==> config.mk <==
export PLATFORM = sky130hd
export DESIGN_NAME = muldiv_ctrl_flat
export DESIGN_NICKNAME = d
export VERILOG_FILES = /design/src/rtl/muldiv_ctrl_if.sv /design/src/rtl/muldiv_ctrl.sv /design/src/flat_wrapper.sv
export SDC_FILE = /design/constraint.sdc
export NUM_CORES = 2
export LEC_CHECK = 0
export CAP_MARGIN = 20
export CORE_ASPECT_RATIO = 0.75
export CORE_MARGIN = 2
export CORE_UTILIZATION = 50
export DETAILED_ROUTE_END_ITERATION = 8
export DONT_BUFFER_PORTS = 1
export HOLD_SLACK_MARGIN = 0.12
export PLACE_DENSITY = 0.68
export RECOVER_POWER = 25
export SYNTH_ARGS = -nofsm -noshare
export SYNTH_HDL_FRONTEND = slang
export SYNTH_SLANG_ARGS = --single-unit
==> constraint.sdc <==
create_clock -name clk -period 7.66 [get_ports clk]
set_input_delay 0.383 -clock clk [delete_from_list [all_inputs] [get_ports clk]]
set_output_delay 0.383 -clock clk [all_outputs]
set_load 0.01 [all_outputs]
==> src/rtl/muldiv_ctrl_if.sv <==
// Request/response bundle between the EX-stage sequencer and the multiply/divide unit.
// Defining MULDIV_DIVZERO_FLAG_EN adds the divz_o divide-by-zero flag.
interface muldiv_ctrl_if #(
    parameter int WIDTH = 32
);
    logic               start_i;
    logic [1:0]         op_i;
    logic [WIDTH-1:0]   a_i;
    logic [WIDTH-1:0]   b_i;
    logic               annul_i;
    logic               busy_o;
    logic               ready_o;
    logic [2*WIDTH-1:0] result_o;
`ifdef MULDIV_DIVZERO_FLAG_EN
    logic               divz_o;
`endif

    modport master (
        output start_i, op_i, a_i, b_i, annul_i,
        input  busy_o, ready_o, result_o
`ifdef MULDIV_DIVZERO_FLAG_EN
        , input divz_o
`endif
    );

    modport slave (
        input  start_i, op_i, a_i, b_i, annul_i,
        output busy_o, ready_o, result_o
`ifdef MULDIV_DIVZERO_FLAG_EN
        , output divz_o
`endif
    );
endinterface

==> src/rtl/muldiv_ctrl.sv <==
// Multi-cycle MULT/MULTU/DIV/DIVU unit with pipeline stall, annul and registered {hi,lo} result.
// Optional divide-by-zero flag output is enabled by defining MULDIV_DIVZERO_FLAG_EN.
module muldiv_ctrl #(
    parameter int WIDTH      = 32,
    parameter int MUL_CYCLES = 1
) (
    input  logic          clk,
    input  logic          rst_n,
    muldiv_ctrl_if.slave  bus
);
    localparam int CNT_W = $clog2(WIDTH) + 1;

    localparam logic [2:0] S_IDLE   = 3'd0;
    localparam logic [2:0] S_MUL_ON = 3'd1;
    localparam logic [2:0] S_DIV_ON = 3'd2;
    localparam logic [2:0] S_DIV_Z  = 3'd3;
    localparam logic [2:0] S_DONE   = 3'd4;

    logic [2:0]         state_q, state_d;
    logic [CNT_W-1:0]   cnt_q, cnt_d;
    logic               signed_q, signed_d;
    logic               qneg_q, qneg_d;
    logic               rneg_q, rneg_d;
    logic [WIDTH-1:0]   a_q, a_d;      // multiplicand, or dividend/quotient shift register
    logic [WIDTH-1:0]   b_q, b_d;      // multiplier, or divisor magnitude
    logic [WIDTH-1:0]   rem_q, rem_d;
    logic [2*WIDTH-1:0] result_q, result_d;

    logic               start_go;
    logic               op_signed;
    logic [WIDTH-1:0]   a_mag, b_mag;
    logic [2*WIDTH-1:0] a_ext, b_ext, product;
    logic [WIDTH:0]     div_shift, div_trial;
    logic [WIDTH-1:0]   rem_n, quo_n, q_fix, r_fix;

    assign start_go  = bus.start_i && !bus.annul_i;
    assign op_signed = ~bus.op_i[0];
    assign a_mag     = (op_signed && bus.a_i[WIDTH-1]) ? -bus.a_i : bus.a_i;
    assign b_mag     = (op_signed && bus.b_i[WIDTH-1]) ? -bus.b_i : bus.b_i;

    // Sign- or zero-extending to 2*WIDTH lets one unsigned multiplier serve both MULT and MULTU.
    assign a_ext   = {{WIDTH{signed_q & a_q[WIDTH-1]}}, a_q};
    assign b_ext   = {{WIDTH{signed_q & b_q[WIDTH-1]}}, b_q};
    assign product = a_ext * b_ext;

    assign div_shift = {rem_q, a_q[WIDTH-1]};
    assign div_trial = div_shift - {1'b0, b_q};
    assign rem_n     = div_trial[WIDTH] ? div_shift[WIDTH-1:0] : div_trial[WIDTH-1:0];
    assign quo_n     = {a_q[WIDTH-2:0], ~div_trial[WIDTH]};
    assign q_fix     = qneg_q ? -quo_n : quo_n;
    assign r_fix     = rneg_q ? -rem_n : rem_n;

    always_comb begin
        // NOTE: every _d defaults to its _q first, so no branch can leave a value unassigned and infer a latch.
        state_d  = state_q;
        cnt_d    = cnt_q;
        signed_d = signed_q;
        qneg_d   = qneg_q;
        rneg_d   = rneg_q;
        a_d      = a_q;
        b_d      = b_q;
        rem_d    = rem_q;
        result_d = result_q;

        case (state_q)
            S_IDLE: begin
                if (start_go) begin
                    cnt_d    = '0;
                    rem_d    = '0;
                    signed_d = op_signed;
                    if (!bus.op_i[1]) begin
                        a_d     = bus.a_i;
                        b_d     = bus.b_i;
                        state_d = S_MUL_ON;
                    end else if (bus.b_i == '0) begin
                        state_d = S_DIV_Z;
                    end else begin
                        a_d     = a_mag;
                        b_d     = b_mag;
                        qneg_d  = op_signed && (bus.a_i[WIDTH-1] ^ bus.b_i[WIDTH-1]);
                        rneg_d  = op_signed && bus.a_i[WIDTH-1];
                        state_d = S_DIV_ON;
                    end
                end
            end

            S_MUL_ON: begin
                if (bus.annul_i) begin
                    state_d = S_IDLE;
                end else if (cnt_q == CNT_W'(MUL_CYCLES - 1)) begin
                    result_d = product;
                    state_d  = S_DONE;
                end else begin
                    cnt_d = cnt_q + CNT_W'(1);
                end
            end

            S_DIV_ON: begin
                if (bus.annul_i) begin
                    state_d = S_IDLE;
                end else begin
                    a_d   = quo_n;
                    rem_d = rem_n;
                    cnt_d = cnt_q + CNT_W'(1);
                    if (cnt_q == CNT_W'(WIDTH - 1)) begin
                        result_d = {r_fix, q_fix};
                        state_d  = S_DONE;
                    end
                end
            end

            S_DIV_Z: begin
                if (bus.annul_i) begin
                    state_d = S_IDLE;
                end else begin
                    result_d = '0;
                    state_d  = S_DONE;
                end
            end

            S_DONE:  state_d = S_IDLE;
            default: state_d = S_IDLE;
        endcase
    end

    always_ff @(posedge clk or negedge rst_n) begin
        // NOTE: the datapath registers are reset too, so a reset mid-operation leaves no stale result behind.
        if (!rst_n) begin
            state_q  <= S_IDLE;
            cnt_q    <= '0;
            signed_q <= 1'b0;
            qneg_q   <= 1'b0;
            rneg_q   <= 1'b0;
            a_q      <= '0;
            b_q      <= '0;
            rem_q    <= '0;
            result_q <= '0;
        end else begin
            // NOTE: non-blocking assignments so every flop samples the pre-edge value of the others.
            state_q  <= state_d;
            cnt_q    <= cnt_d;
            signed_q <= signed_d;
            qneg_q   <= qneg_d;
            rneg_q   <= rneg_d;
            a_q      <= a_d;
            b_q      <= b_d;
            rem_q    <= rem_d;
            result_q <= result_d;
        end
    end

    assign bus.busy_o   = ((state_q == S_IDLE) && start_go)
                        || (((state_q == S_MUL_ON) || (state_q == S_DIV_ON) || (state_q == S_DIV_Z))
                            && !bus.annul_i);
    assign bus.ready_o  = (state_q == S_DONE) && !bus.annul_i;
    assign bus.result_o = result_q;

`ifdef MULDIV_DIVZERO_FLAG_EN
    logic divz_q, divz_d;

    // DIV_ZERO always proceeds to DONE unless annulled, so the flag marks exactly that DONE cycle.
    assign divz_d = (state_q == S_DIV_Z) && !bus.annul_i;

    always_ff @(posedge clk or negedge rst_n) begin
        if (!rst_n) divz_q <= 1'b0;
        else        divz_q <= divz_d;
    end

    assign bus.divz_o = divz_q && bus.ready_o;
`endif
endmodule

==> src/flat_wrapper.sv <==
// flat-port wrapper written by rule: the top's interface ports become plain ports
module muldiv_ctrl_flat 
#(
    parameter int WIDTH      = 32,
    parameter int MUL_CYCLES = 1
)
  (clk, rst_n, bus_start_i, bus_op_i, bus_a_i, bus_b_i, bus_annul_i, bus_busy_o, bus_ready_o, bus_result_o);
  muldiv_ctrl_if #(.WIDTH(WIDTH)) bus_i ();
  input  logic clk;
  input  logic rst_n;
  input wire logic [$bits(bus_i.start_i)-1:0] bus_start_i;
  input wire logic [$bits(bus_i.op_i)-1:0] bus_op_i;
  input wire logic [$bits(bus_i.a_i)-1:0] bus_a_i;
  input wire logic [$bits(bus_i.b_i)-1:0] bus_b_i;
  input wire logic [$bits(bus_i.annul_i)-1:0] bus_annul_i;
  output wire logic [$bits(bus_i.busy_o)-1:0] bus_busy_o;
  output wire logic [$bits(bus_i.ready_o)-1:0] bus_ready_o;
  output wire logic [$bits(bus_i.result_o)-1:0] bus_result_o;
  assign bus_i.start_i = bus_start_i;
  assign bus_i.op_i = bus_op_i;
  assign bus_i.a_i = bus_a_i;
  assign bus_i.b_i = bus_b_i;
  assign bus_i.annul_i = bus_annul_i;
  assign bus_busy_o = bus_i.busy_o;
  assign bus_ready_o = bus_i.ready_o;
  assign bus_result_o = bus_i.result_o;
  muldiv_ctrl #(.WIDTH(WIDTH), .MUL_CYCLES(MUL_CYCLES)) u_core (.clk(clk), .rst_n(rst_n), .bus(bus_i));
endmodule
# After elaboration in Yosys (flattened, before gate mapping)
# Index checks and enable logic that the tools add are counted.
classes:
  reduce_logical: 25
  eq_ne: 16
  mul: 1
  n_addsub: 6
  muxes: 35
  bitwise_logic: 6
ops:
  columns: ["operator", "count"]
  rows:
  - ["$mux W32", 13]
  - ["$mux W64", 5]
  - ["$pmux W64 S3", 1]
  - ["$neg A32 Y32", 4]
  - ["$pmux W32 S2", 2]
  - ["$mul A33 B33 Y64", 1]
  - ["$sub A33 B32 Y33", 1]
  - ["$logic_not A32 Y1", 1]
  - ["$mux W6", 4]
  - ["$mux W3", 7]
  - ["$pmux W6 S3", 1]
  - ["$pmux W3 S4", 1]
  - ["$ne A2 B2 Y1 const B", 5]
  - ["$reduce_and A3 Y1", 3]
  - ["$reduce_and A4 Y1", 2]
  - ["$logic_and A1 B1 Y1", 7]
  - ["$add A6 B1 Y6 const B", 1]
  - ["$eq A3 B2 Y1 const B", 2]
  - ["$eq A6 B5 Y1 const B", 1]
  - ["$logic_not A6 Y1", 1]
  - ["$ne A2 B1 Y1 const B", 3]
  - ["$ne A3 B2 Y1 const B", 2]
  - ["$reduce_and A6 Y1", 1]
  - ["$reduce_bool A3 Y1", 2]
  - ["13 further kinds", 18]
word_totals:
  ff_bits: 172
  word_cells: 98
  input_bits: 70

# Depth between registers and ports, before layout
logic_depth:
  depth_word: 7
  depth_mapped: 33
  depth_no_buf: 30

# Worst setup path before layout
# No wires, ideal clock.
synth_timing:
  kind: "register -> register"
  from: "register u_core.a_q[31]"
  to: "register u_core.result_q[61] (netlist: u_core.bus.result_o[61])"
  synth_period_minus_slack_ns: 7.888
  arrival_time_ns: 7.762
  n_path_buf: 2
  setup_time_ns: 0.126
  path_stages_with_launch: 31
  setup_slack_ns: -0.228
  cell_sequence: "dfrtp_1 -> and2_1 -> clkbuf_1 -> nand2_1 -> inv_1 -> fa_1 -> inv_1 -> fa_1 -> inv_1 -> fa_1 -> fa_1 -> inv_1 -> fa_1 -> inv_1 -> fa_1 -> inv_1 -> fa_1 -> fa_1 -> inv_1 -> ha_1 -> clkbuf_1 -> a21o_1 -> a21o_1 -> a21oi_1 -> o21ai_0 -> inv_1 -> a21oi_1 -> o32a_1 -> xor2_1 -> a221oi_1 -> nor2_1"
synth_between:
  elab_chain_cells: 7
  elab_cells_between_ends: 11
synth_rtl:
  columns: ["item", "line_no", "rtl"]
  rows:
  - ["start: declaration", "muldiv_ctrl.sv:24", "logic [WIDTH-1:0] a_q, a_d;"]
  - ["start signal: assignment", "muldiv_ctrl.sv:134", "a_q <= '0;"]
  - ["start signal: assignment", "muldiv_ctrl.sv:145", "a_q <= a_d;"]
  - ["$sub A33 B32 Y33", "muldiv_ctrl.sv:47", "assign div_trial = div_shift - {1'b0, b_q};"]
  - ["$mux W32", "muldiv_ctrl.sv:48", "assign rem_n = div_trial[WIDTH] ? div_shift[WIDTH-1:0] : div_trial[WIDTH-1:0];"]
  - ["$neg A32 Y32", "muldiv_ctrl.sv:51", "assign r_fix = rneg_q ? -rem_n : rem_n;"]
  - ["$mux W32", "muldiv_ctrl.sv:51", null]
  - ["$mux W64", "muldiv_ctrl.sv:105", "if (cnt_q == CNT_W'(WIDTH - 1)) begin"]
  - ["$mux W64", "muldiv_ctrl.sv:99", "if (bus.annul_i) begin"]
  - ["$pmux W64 S3 (*)", "muldiv_ctrl.sv:65", "case (state_q)"]
  - ["end signal: assignment", "muldiv_ctrl.sv:148", "result_q <= result_d;"]
  - ["end: declaration", "muldiv_ctrl.sv:27", "logic [2*WIDTH-1:0] result_q, result_d;"]
# Every way passes the cells marked *; elsewhere a longest branch is shown, timed or not. The select of a mux whose other input is x is not followed.
# A chain may end at the register's enable or synchronous reset.

# Final worst setup path
layout_timing:
  from: "register u_core.b_q[1]"
  to: "register u_core.result_q[62] (netlist: u_core.bus.result_o[62])"
layout_between:
  elab_chain_cells: 7
  elab_cells_between_ends: 10
layout_rtl:
  columns: ["item", "line_no", "rtl"]
  rows:
  - ["start: declaration", "muldiv_ctrl.sv:25", "logic [WIDTH-1:0] b_q, b_d;"]
  - ["start signal: assignment", "muldiv_ctrl.sv:135", "b_q <= '0;"]
  - ["start signal: assignment", "muldiv_ctrl.sv:146", "b_q <= b_d;"]
  - ["$sub A33 B32 Y33", "muldiv_ctrl.sv:47", null]
  - ["$mux W32", "muldiv_ctrl.sv:48", null]
  - ["$neg A32 Y32", "muldiv_ctrl.sv:51", null]
  - ["$mux W32", "muldiv_ctrl.sv:51", null]
  - ["$mux W64", "muldiv_ctrl.sv:105", null]
  - ["$mux W64", "muldiv_ctrl.sv:99", null]
  - ["$pmux W64 S3 (*)", "muldiv_ctrl.sv:65", null]
# Marked as above.

==> metrics.md <==
| Metric | Value |
|---|---|
| Total global-route track usage | 31.9% |
| Number of buffers created by CTS | 17 |
| DRT antenna net count | 0 |
| Slew @ Worst Pin | 4.77 ns |
| R2r setup slk | -0.25 ns |
| Seq cells post-synth | 172 |
| Biggest area consumer among synthesized cells | fa_1 |
| Crit Reg-Reg Endpoint | u_core.bus.result_o[62] |
| Synthesized cell area | 50,400 um^2 |
| Crit-path slowest cell | fa_2 |
| Met3 GRT Util | 6.44% |
| Largest net degree at the start of global routing | 173 |
| Clk buf depth | 2 |
| Synth cell count leaders | inv_1, fa_1, nand2_1, and2_1, nor2_1 |
| Min-Delay Endpoint | u_core.b_q[8] |
| Placed cell count | 7,310 |
| Die Width | 371 um |
| Clock Latency Late Sink | 0.50 ns |
| Fillers | 8,681 |
| Hold Vio Cnt, Final | 0 |
| Worst Hold Depth | 3 |
| Ys Warns | 0 |
| Crit path launch type | flip-flop |
| Met1 usage | 43.3% |
| Cell Rows | 100 |
| Worst min path class | in -> reg |
| Worst path max stage delay | 0.63 ns |
| Port bufs | 0 |
| Via density | 5.57 |
| Antenna violations before repair | 8 |
| DR iter-0 viols | 3,667 |
| Worst endpoint data arrival time | 8.28 ns |
| Final WL | 159,000 um |
| Mean Syn Cell Area | 8.74 um^2 |
| CTS tree | yes |
| DRC | 0 |
| Htree depth | 4 |
| Final Cell Area | 58,100 um^2 |
| Met2 Track Usage GR | 49.6% |
| RSZ-0062 raised after global routing | yes |
| Worst path required time | 8.03 ns |
| Final WS setup | -0.253 ns |
| Final setup fails | 26 |
| Crit. End Element | flip-flop |
| Failing checks | capacitance limit, slew limit, setup timing |
| Critical path class | reg -> reg |
| EDFF count, synth | 0 |
| Top FF cell, synth | dfrtp_1 |
| Post-synth top area share | 44.7% |
| Post-layout net count | 7,514 |
| Die Ht | 279 um |
| Layout Area Growth over Synthesis | 15.2% |
| Core Util, Final | 58.3% |
| Root buffer cell | clkbuf_16 |
| Worst r2r src | u_core.b_q[1] |
| Core box area | 99,600 um^2 |
| Post-synthesis cell count | 5,772 |
| Tcrit/Tclk final | 103% |
| Reg2Reg Depth | 29 |
| Drt pass-1 iters | 6 |
| Synth area leaders | fa_1, inv_1, dfrtp_1 |
| Area after DPL | 55,700 um^2 |
| Slew Limit Headroom | -218% |
| Count of different cell masters after synthesis | 95 |
| Detail Placement HPWL | 132,000 um |
| Top-count cell post-synth | inv_1 |
| Crit-path most repeated cell | fa_1 |
| Grt ovf | 0 |
| Maximum net fanout on the critical path | 8 |
| GRT busiest layer | met2 |
| Final Instance Count excl. Fillers | 7,413 |
| Worst Skew | 0.0214 ns |
| IO Count | 136 |
| Initial Utilization | 50.6% |
| Sequential fraction of the synthesis area | 8.53% |
| Vias in the first global route | 43,258 |
| Clk slew on worst S/H paths | 0.08 ns |
| CTS Sinks | 172 |
| Ratio of cells with drive above 1 in the final layout | 14.6% |
| Vias | 41,277 |
| Hold path startpoint | bus_b_i[8] |
| Max-slew violations | 173 |
| GP Congestion | 0.999 |
| Status | complete, but fails checks |
| Ys async rst share | 100% |
| Syn_nets | 7,219 |
| Wire per inst | 21.4 um |
| Max Cap Violations | 1 |
| Global-route wire length before repair | 250,000 um |
| Final Critical Period | 7.91 ns |
| Fmax | 126 MHz |
| DIE AREA | 103,000 um^2 |
==> timing repair <==
| item | CTS | global route |
|---|---|---|
| pin swaps | 120 | 110 |
| hold endpoints to repair | 184 | 0 |
| cloned | 1 | 1 |
| endpoints found under the setup margin | 32 | 39 |
| resized for setup | 169 | 122 |
| hold buffers | 15 | 0 |
| setup buffers | 31 | 23 |
==> registers in the layout (all words and copies together) (netlist names) <==
signal               flops
u_core.signed_q          1
u_core.rem_q            32
u_core.qneg_q            1
u_core.state_q           3
u_core.bus.result_o     64
u_core.b_q              32
u_core.cnt_q             6
u_core.a_q              32
u_core.rneg_q            1
==> per-stage QoR <==
step	hold WS, ns	TNS, ns	setup WS, ns
6_report	0.149	-3.56	-0.253
5_1_grt	0.164	-11.16	-0.485
4_1_cts	0.125	-0.616	-0.247
3_5_place_dp	0.0910	-10.73	-0.848
3_3_place_gp	0.0907	-9.35	-0.760
2_1_floorplan	0.0874	-0.0142	-0.0142
==> final cells by class <==
| cell class | count | area, um^2 | share of cell area (%) |
|---|---|---|---|
| timing repair buffer | 615 | 5560 | 9.57 |
| tap | 1326 | 1660 | 2.86 |
| clock inverter | 15 | 170 | 0.293 |
| inverter | 1185 | 4460 | 7.67 |
| multi-input combinational | 4076 | 41500 | 71.4 |
| clock buffer | 17 | 425 | 0.732 |
| antenna | 7 | 17.5 | 0.0301 |
| sequential | 172 | 4320 | 7.44 |
==> worst max-delay path by stage <==
| stage | startpoint | end | slack (ns) | cells past startpoint |
|---|---|---|---|---|
| floorplan | u_core.a_q[31] | u_core.bus.result_o[61] | -0.01 | 30 |
| global placement | u_core.a_q[19] | u_core.bus.result_o[62] | -0.76 | 29 |
| detailed placement | u_core.a_q[19] | u_core.bus.result_o[62] | -0.85 | 29 |
| CTS | u_core.b_q[1] | u_core.bus.result_o[62] | -0.25 | 29 |
| global route | u_core.b_q[1] | u_core.bus.result_o[61] | -0.49 | 31 |
| finish | u_core.b_q[1] | u_core.bus.result_o[62] | -0.25 | 29 |
==> metal layers <==
metal  wire length (um)  up-vias  share of wire, %
met4               8540        2               5.4
li1                   -    18047                 -
met2              72200     1815                45
met3              14000      360               8.8
met5                 87        -             0.055
met1              64200    21053                40
==> critical path: cells and delay by family, from the launching register on <==
family,cells,cell delay (ns)
fa+ha+maj,9,4.40
flops,1,0.44
buf+inv,7,0.69
simple gates,4,0.54
xor+xnor,1,0.12
compound gates,8,1.57
==> logic make-up after synthesis <==
| family | Yosys count | share of synthesized area (%) |
|---|---|---|
| and+or+nand+nor | 1799 | 16.3 |
| buffers and inverters | 1524 | 11.4 |
| adders and majority gates | 1377 | 50.9 |
| AOI/OAI and AO/OA | 658 | 8.52 |
| xor gates and xnor gates | 212 | 3.68 |
| DFF | 172 | 8.53 |
| muxes | 30 | 0.635 |
==> cell usage in the layout (no fill, tap or decap), types with 61 or more instances in the layout <==
master / netlist / final
dfrtp_1: 172 / 156
nand2_1: 923 / 912
inv_1: 1182 / 1157
buf_4: 3 / 507
nor2_1: 288 / 277
xor2_1: 78 / 77
ha_1: 251 / 232
fa_1: 1126 / 1111
buf_12: 0 / 61
a21oi_1: 172 / 140
xnor2_1: 134 / 125
and2_1: 323 / 313
o21ai_0: 190 / 166
Power is not shown: default switching activity piles up to over one toggle a cycle in this logic, so the estimate is an artifact.
